[src/rtl/distribuidor_fifo_if.sv]
// Bundle between the distributor, its upstream FIFO and the four destination FIFOs.
// The slave view belongs to the distributor; the master view belongs to its environment.
interface distribuidor_fifo_if #(
  parameter int tamano_datos   = 10,
  parameter int ancho_contador = 8
);
  logic [tamano_datos-1:0]   fifo_data_out;
  logic                      fifo_empty;
  logic                      fifo_error;
  logic [3:0]                pausa;
  logic                      fifo_read_enable;
  logic [tamano_datos-1:0]   data_out;
  logic [3:0]                valid_out;
  logic [ancho_contador-1:0] enviados;
  logic [1:0]                estado;
  logic                      error_out;

  modport master (
    output fifo_data_out, fifo_empty, fifo_error, pausa,
    input  fifo_read_enable, data_out, valid_out, enviados, estado, error_out
  );

  modport slave (
    input  fifo_data_out, fifo_empty, fifo_error, pausa,
    output fifo_read_enable, data_out, valid_out, enviados, estado, error_out
  );
endinterface

[src/rtl/distribuidor_fifo.sv]
// Drains the upstream FIFO and steers each word to one of four destinations by its two MSBs,
// with flow-state tracking, a forwarded-word counter and a sticky error latch.
module distribuidor_fifo #(
  parameter int tamano_datos    = 10,
  parameter int tamano_direcion = 3,
  parameter int ancho_contador  = 8
) (
  input  logic                clk,
  input  logic                reset,
  distribuidor_fifo_if.slave  bus
);

  typedef enum logic [1:0] {
    IDLE   = 2'b00,
    ACTIVE = 2'b01,
    PAUSE  = 2'b10,
    ERROR  = 2'b11
  } estado_t;

  // The routing field needs two bits; the upstream address width only documents the source FIFO.
  if (tamano_datos < 2 || tamano_direcion < 1) begin : g_param_check
    $error("distribuidor_fifo: tamano_datos must be >= 2 and tamano_direcion >= 1");
  end

  estado_t                   estado_reg, estado_next;
  logic                      rd_pend_reg;
  logic [tamano_datos-1:0]   data_out_reg;
  logic [3:0]                valid_out_reg;
  logic [ancho_contador-1:0] enviados_reg;
  logic                      error_out_reg;

  logic                      pausa_any;
  logic                      read_en;
  logic                      push;
  logic [1:0]                dest_sel;
  logic [3:0]                push_oh;

  assign pausa_any = |bus.pausa;
  assign dest_sel  = bus.fifo_data_out[tamano_datos-1 -: 2];

  for (genvar gi = 0; gi < 4; gi++) begin : g_dest
    assign push_oh[gi] = push && (dest_sel == 2'(gi));
  end

  always_comb begin
    estado_next = estado_reg;
    read_en     = 1'b0;
    push        = 1'b0;

    read_en = (estado_reg == ACTIVE) && !bus.fifo_empty && !pausa_any;
    // A word arriving while the error is being taken (or afterwards) is dropped.
    push    = rd_pend_reg && !bus.fifo_error && (estado_reg != ERROR);

    case (estado_reg)
      IDLE: begin
        if (!bus.fifo_empty && !pausa_any) estado_next = ACTIVE;
      end
      ACTIVE: begin
        if (pausa_any)            estado_next = PAUSE;
        else if (bus.fifo_empty)  estado_next = IDLE;
      end
      PAUSE: begin
        if (!pausa_any) estado_next = bus.fifo_empty ? IDLE : ACTIVE;
      end
      default: estado_next = ERROR;
    endcase

    if (bus.fifo_error) estado_next = ERROR;
  end

  always_ff @(posedge clk or negedge reset) begin
    if (!reset) begin
      estado_reg    <= IDLE;
      rd_pend_reg   <= 1'b0;
      data_out_reg  <= '0;
      valid_out_reg <= 4'b0000;
      enviados_reg  <= '0;
      error_out_reg <= 1'b0;
    end else begin
      estado_reg    <= estado_next;
      rd_pend_reg   <= read_en;
      valid_out_reg <= push_oh;
      if (push) data_out_reg <= bus.fifo_data_out;
      // Counts the strobe already on the outputs, so it trails valid_out by one edge.
      if (|valid_out_reg) enviados_reg <= enviados_reg + 1'b1;
      if (estado_next == ERROR) error_out_reg <= 1'b1;
    end
  end

  assign bus.fifo_read_enable = read_en;
  assign bus.data_out         = data_out_reg;
  assign bus.valid_out        = valid_out_reg;
  assign bus.enviados         = enviados_reg;
  assign bus.estado           = estado_reg;
  assign bus.error_out        = error_out_reg;

endmodule

[src/flat_wrapper.sv]
// flat-port wrapper written by rule: the top's interface ports become plain ports
module distribuidor_fifo_flat 
#(
  parameter int tamano_datos    = 10,
  parameter int tamano_direcion = 3,
  parameter int ancho_contador  = 8
)
  (clk, reset, bus_fifo_data_out, bus_fifo_empty, bus_fifo_error, bus_pausa, bus_fifo_read_enable, bus_data_out, bus_valid_out, bus_enviados, bus_estado, bus_error_out);
  distribuidor_fifo_if #(.tamano_datos(tamano_datos), .ancho_contador(ancho_contador)) bus_i ();
  input  logic clk;
  input  logic reset;
  input wire logic [$bits(bus_i.fifo_data_out)-1:0] bus_fifo_data_out;
  input wire logic [$bits(bus_i.fifo_empty)-1:0] bus_fifo_empty;
  input wire logic [$bits(bus_i.fifo_error)-1:0] bus_fifo_error;
  input wire logic [$bits(bus_i.pausa)-1:0] bus_pausa;
  output wire logic [$bits(bus_i.fifo_read_enable)-1:0] bus_fifo_read_enable;
  output wire logic [$bits(bus_i.data_out)-1:0] bus_data_out;
  output wire logic [$bits(bus_i.valid_out)-1:0] bus_valid_out;
  output wire logic [$bits(bus_i.enviados)-1:0] bus_enviados;
  output wire logic [$bits(bus_i.estado)-1:0] bus_estado;
  output wire logic [$bits(bus_i.error_out)-1:0] bus_error_out;
  assign bus_i.fifo_data_out = bus_fifo_data_out;
  assign bus_i.fifo_empty = bus_fifo_empty;
  assign bus_i.fifo_error = bus_fifo_error;
  assign bus_i.pausa = bus_pausa;
  assign bus_fifo_read_enable = bus_i.fifo_read_enable;
  assign bus_data_out = bus_i.data_out;
  assign bus_valid_out = bus_i.valid_out;
  assign bus_enviados = bus_i.enviados;
  assign bus_estado = bus_i.estado;
  assign bus_error_out = bus_i.error_out;
  distribuidor_fifo #(.tamano_datos(tamano_datos), .tamano_direcion(tamano_direcion), .ancho_contador(ancho_contador)) u_core (.clk(clk), .reset(reset), .bus(bus_i));
endmodule
[config.mk]
export PLATFORM = sky130hd
export DESIGN_NAME = distribuidor_fifo_flat
export DESIGN_NICKNAME = d
export VERILOG_FILES = /design/src/rtl/distribuidor_fifo_if.sv /design/src/rtl/distribuidor_fifo.sv /design/src/flat_wrapper.sv
export SDC_FILE = /design/constraint.sdc
export NUM_CORES = 1
export LEC_CHECK = 0
export ABC_AREA = 1
export ABC_CLOCK_PERIOD_IN_PS = 1290
export CORE_UTILIZATION = 42
export DETAILED_ROUTE_END_ITERATION = 7
export MAX_ROUTING_LAYER = met4
export PLACE_DENSITY_LB_ADDON = 0.1
export SLEW_MARGIN = 20
export SYNTH_ARGS = -nofsm -noshare
export SYNTH_HDL_FRONTEND = slang
export SYNTH_SLANG_ARGS = --single-unit
[constraint.sdc]
create_clock -name clk -period 1.29 [get_ports clk]
set_input_delay 0.3225 -clock clk [delete_from_list [all_inputs] [get_ports clk]]
set_output_delay 0.3225 -clock clk [all_outputs]
set_load 0.005 [all_outputs]
# After elaboration in Yosys (flattened, before gate mapping)
# Cells that the tools add are included.
# W data, S select, Z words.
# totals
regBits	26
inputBits	18
out_inout_bits	26
elab_cells	37
# classes
addsub	1
eq_ne	7
mux	7
reduce_logical	16
# ops
op	n
$mux W2	5
$logic_and A1 B1 Y1	9
$add A8 B1 Y8 const B	1
$eq A2 B2 Y1 const B	4
$reduce_or A4 Y1	2
$pmux W2 S3	1
$eq A2 B1 Y1 const B	2
$logic_not A2 Y1	2
$logic_not A1 Y1	3
$ne A2 B2 Y1 const B	1
$mux W1	1

# Logic depth before layout (Yosys ltp)
# logic_depth
word_depth	7
ltp_mapped	7
ltp_nobuf	7

# Worst setup path after synthesis
# Ideal clock, no wire load.
# synth_path
path_type	reg2out
startpoint	register u_core.estado_reg[0], in the netlist u_core.bus.estado[0]
endpoint	output bus_fifo_read_enable
t_arrival_ns	0.827
t_required_ns	0.967
setup_slack_ns	0.141
stages_incl_launch_ff	3
path_buffers	0
cell_sequence	dfrtp_1 > inv_1 > nor4_1
# synth_between
elab_chain_cells	3
# synth_lines
element	line_no	rtl
start, declared	distribuidor_fifo.sv:25	estado_t estado_reg, estado_next;
start signal, assigned	distribuidor_fifo.sv:80	estado_reg <= estado_next;
$eq A2 B1 Y1	distribuidor_fifo.sv:50	read_en = (estado_reg == ACTIVE) && !bus.fifo_empty && !pausa_any;
$logic_and A1 B1 Y1 (2 in series)	distribuidor_fifo.sv:50	
end, declared	flat_wrapper.sv:16	output wire logic [$bits(bus_i.fifo_read_enable)-1:0] bus_fifo_read_enable;
# No other way between the ends.

# Worst setup path in the final report
# Ends and elaborated chain as after synthesis.

==> out/results.ini <==
[sta]
final.min_clock_period_ns=1.58
fin_skew_ns=0.00562
finalCritPeriodShare_pct=122
finalSetupViolCount=19
hold-worst-slack_ns=0.327
relSlewSlack_pct=80.1
hold_violations=0
rsz0062_at_grt=true
worstMarginPinSlew_ns=0.298
fmax_mhz=633
fin_ws_ns=-0.290
drv_slew=0

[detailed_routing]
drc=0
postRouteAntennaNets=0
drtIter0Drc=12
routed_via_density=4.62
dr.pass1.iters=4
route.vias.total=1096
drt_wl_total_mm=3.02
wire_per_inst_um=12.7

[cts]
clkTransAtPathRegs_ns=0.15
cts_buffers=3
cts_root_buf=clkbuf_4
clk_path_buf_depth=2
clk_latency_ns=0.32
htree_levels=1
cts.sink_count=26
cts_tree=yes
postCtsHoldBufs=0

[place]
place_congestion=0.745
hpwl_mm=1.73
place_area_um2=1670
portBuffers=43

[yosys]
synth.top_cell.area_share_pct=58.4
seq_area_frac_synth_pct=58.4
synth_cell_type_count=21
yosysWarnings=0
syn-cell-area_um2=1110
synth_area_leaders=dfrtp_1, nand2_1, nor2_1
syn_inst=122
synth.avg_cell_area_um2=9.14
synth-seq-cells=26
synth_nets=141
synth_top_area_cell=dfrtp_1

[floorplanning]
ioPinCount=44
fp.coreArea_um2=2500
initial_core_util_pct=44.6
rows=18
die_y_um=53.5
die_area_um2=2860
die_x_um=53.5

[critical_path]
slowest_stage=dfrtp_1
crit_path_start_kind=flop
worstPathRequired_ns=0.97
worst-path-buf-inv=2
cp-end-kind=output port
path_cells=inv_2 > nor4_4 > buf_2
crit_fanout=2
critical-path-max-stage-delay_ns=0.41
critical_path_class=reg2out
critPathArrivalTime_ns=1.26
path_delay_family=flip-flops

[layout]
layout_common_cells=nand2_1, buf_4, dfrtp_1, clkbuf_2
diodes=0
final_nets=227
largest_reg_flops=10
nFillCells=171
area_growth_pct=71.3
drive_gt1_share_pct=44.0
layout_commonest_cell=nand2_1
design_area_um2=1910

[global_routing]
grt_pass1_vias=1044
grt_util_all_layers_pct=23.2
grt_pass1_wl_mm=4.52
grt_max_degree=27
antenna_found_initial=0
gr-total-overflow=0

[power]
ir_worst_vdd_v=0.000727
p_leak_nw=1.06
switchingPower_mw=0.294
p_int_mw=1.19
pwr-share-comb_pct=6.3
sw_frac_of_total_pct=19.9
power_density_nw_per_um2=775
power_mw=1.48
clkPwrFrac_pct=38.3
pwr-share-seq_pct=55.3

[hold_path]
hp-class=in2async

[flow_run]
maxCapViolCount=0

[outcome]
violations=negative setup slack
outcome=complete, but fails checks

[worst reg2reg max path, cell delays in order, from the launching register on]
cell and delay (ns):
dfrtp_1 0.45, buf_4 0.15, buf_6 0.11, buf_6 0.11
a21oi_4 0.20, nand2_4 0.15, inv_8 0.11, nand2_2 0.06
nor2_1 0.13
[cells in the mapped netlist]
master	count
nand2_1	54
dfrtp_1	26
nor2_1	8
inv_1	7
nor2_2	3
o21ai_1	3
inv_2	2
nand2_2	2
nand3_1	2
nand4_1	2
o21ai_0	2
xnor2_1	2
a21oi_4	1
buf_6	1
clkinv_4	1
ha_1	1
nand2_4	1
nand3_2	1
nor3_4	1
nor4_1	1
xor2_1	1
[repair_timing]
item / 4_1_cts / 5_1_grt
gates cloned: 0 / 2
pin swaps: 5 / 6
hold endpoints to repair: 0 / 0
buffers inserted: 21 / 11
resized for setup: 81 / 44
endpoints found under the setup margin: 26 / 45
[path summary, 6_finish.rpt]
path                            cells after the start                                  to  slack [ns]                        startpoint
max in group asynchronous                           2  u_core.bus.data_out[6]$_DFFE_PN0P_        0.81                             reset
worst max register to register                      8   u_core.bus.valid_out[1]$_DFF_PN0_       -0.23    u_core.bus.estado[1]$_DFF_PN0_
worst min register to register                      2    u_core.bus.error_out$_DFFE_PN0N_        0.50  u_core.bus.error_out$_DFFE_PN0N_
worst max-delay path                                3                bus_fifo_read_enable       -0.29    u_core.bus.estado[0]$_DFF_PN0_
worst min-delay path                                2  u_core.bus.enviados[6]$_DFFE_PN0P_        0.33                             reset
min in group clk                                    2      u_core.bus.estado[0]$_DFF_PN0_        0.40                    bus_fifo_empty
[routing by layer]
layer	wire length, µm	part of all wire (%)	GRT usage, %
met5	0	0	-
met4	89	2.9	9.65
met3	136	4.5	4.31
met2	1650	55	39.6
met1	1150	38	26.4
[power by group through the flow]
stage	combinational (mW)	clock (mW)	sequential, mW
finish	0.0936	0.567	0.819
detailed placement	0.0946	0	0.834
global route	0.102	0.618	0.819
CTS	0.0903	0.582	0.819
floorplan	0.00535	0	0.834
global placement	0.0912	0	0.834
[cells by family after synthesis]
logic type	share of synthesized area [%]
buffers and inverters	4.83
DFF	58.4
xor gates and xnor gates	2.36
adders and majority gates	1.12
and+or+nand+nor	29.6
AOI/OAI and AO/OA	3.70
[cell type report]
type                       instances  area, µm²  share of cell area (%)
clock inverter                     1       30.0                    1.57
multi-input combinational         86        479                    25.1
timing repair buffer              80        638                    33.4
inverter                          10       45.0                    2.36
timing repair inverter             1       6.26                   0.328
tap                               30       37.5                    1.97
sequential                        26        651                    34.1
clock buffer                       3       22.5                    1.18
[metrics by stage]
stage / setup WS, ns / TNS, ns / utilization, % / cells
after floorplan: 0.141 / 0 / - / 122
after global placement: -0.736 / -2.13 / 67.0 / 206
after detailed placement: -0.819 / -2.45 / 67.0 / 206
after CTS: -0.244 / -1.33 / 76.4 / 230
after global routing: -0.358 / -4.33 / 76.4 / 237
final: -0.290 / -3.13 / 76.4 / 237
(Power assumes the default switching activity.)
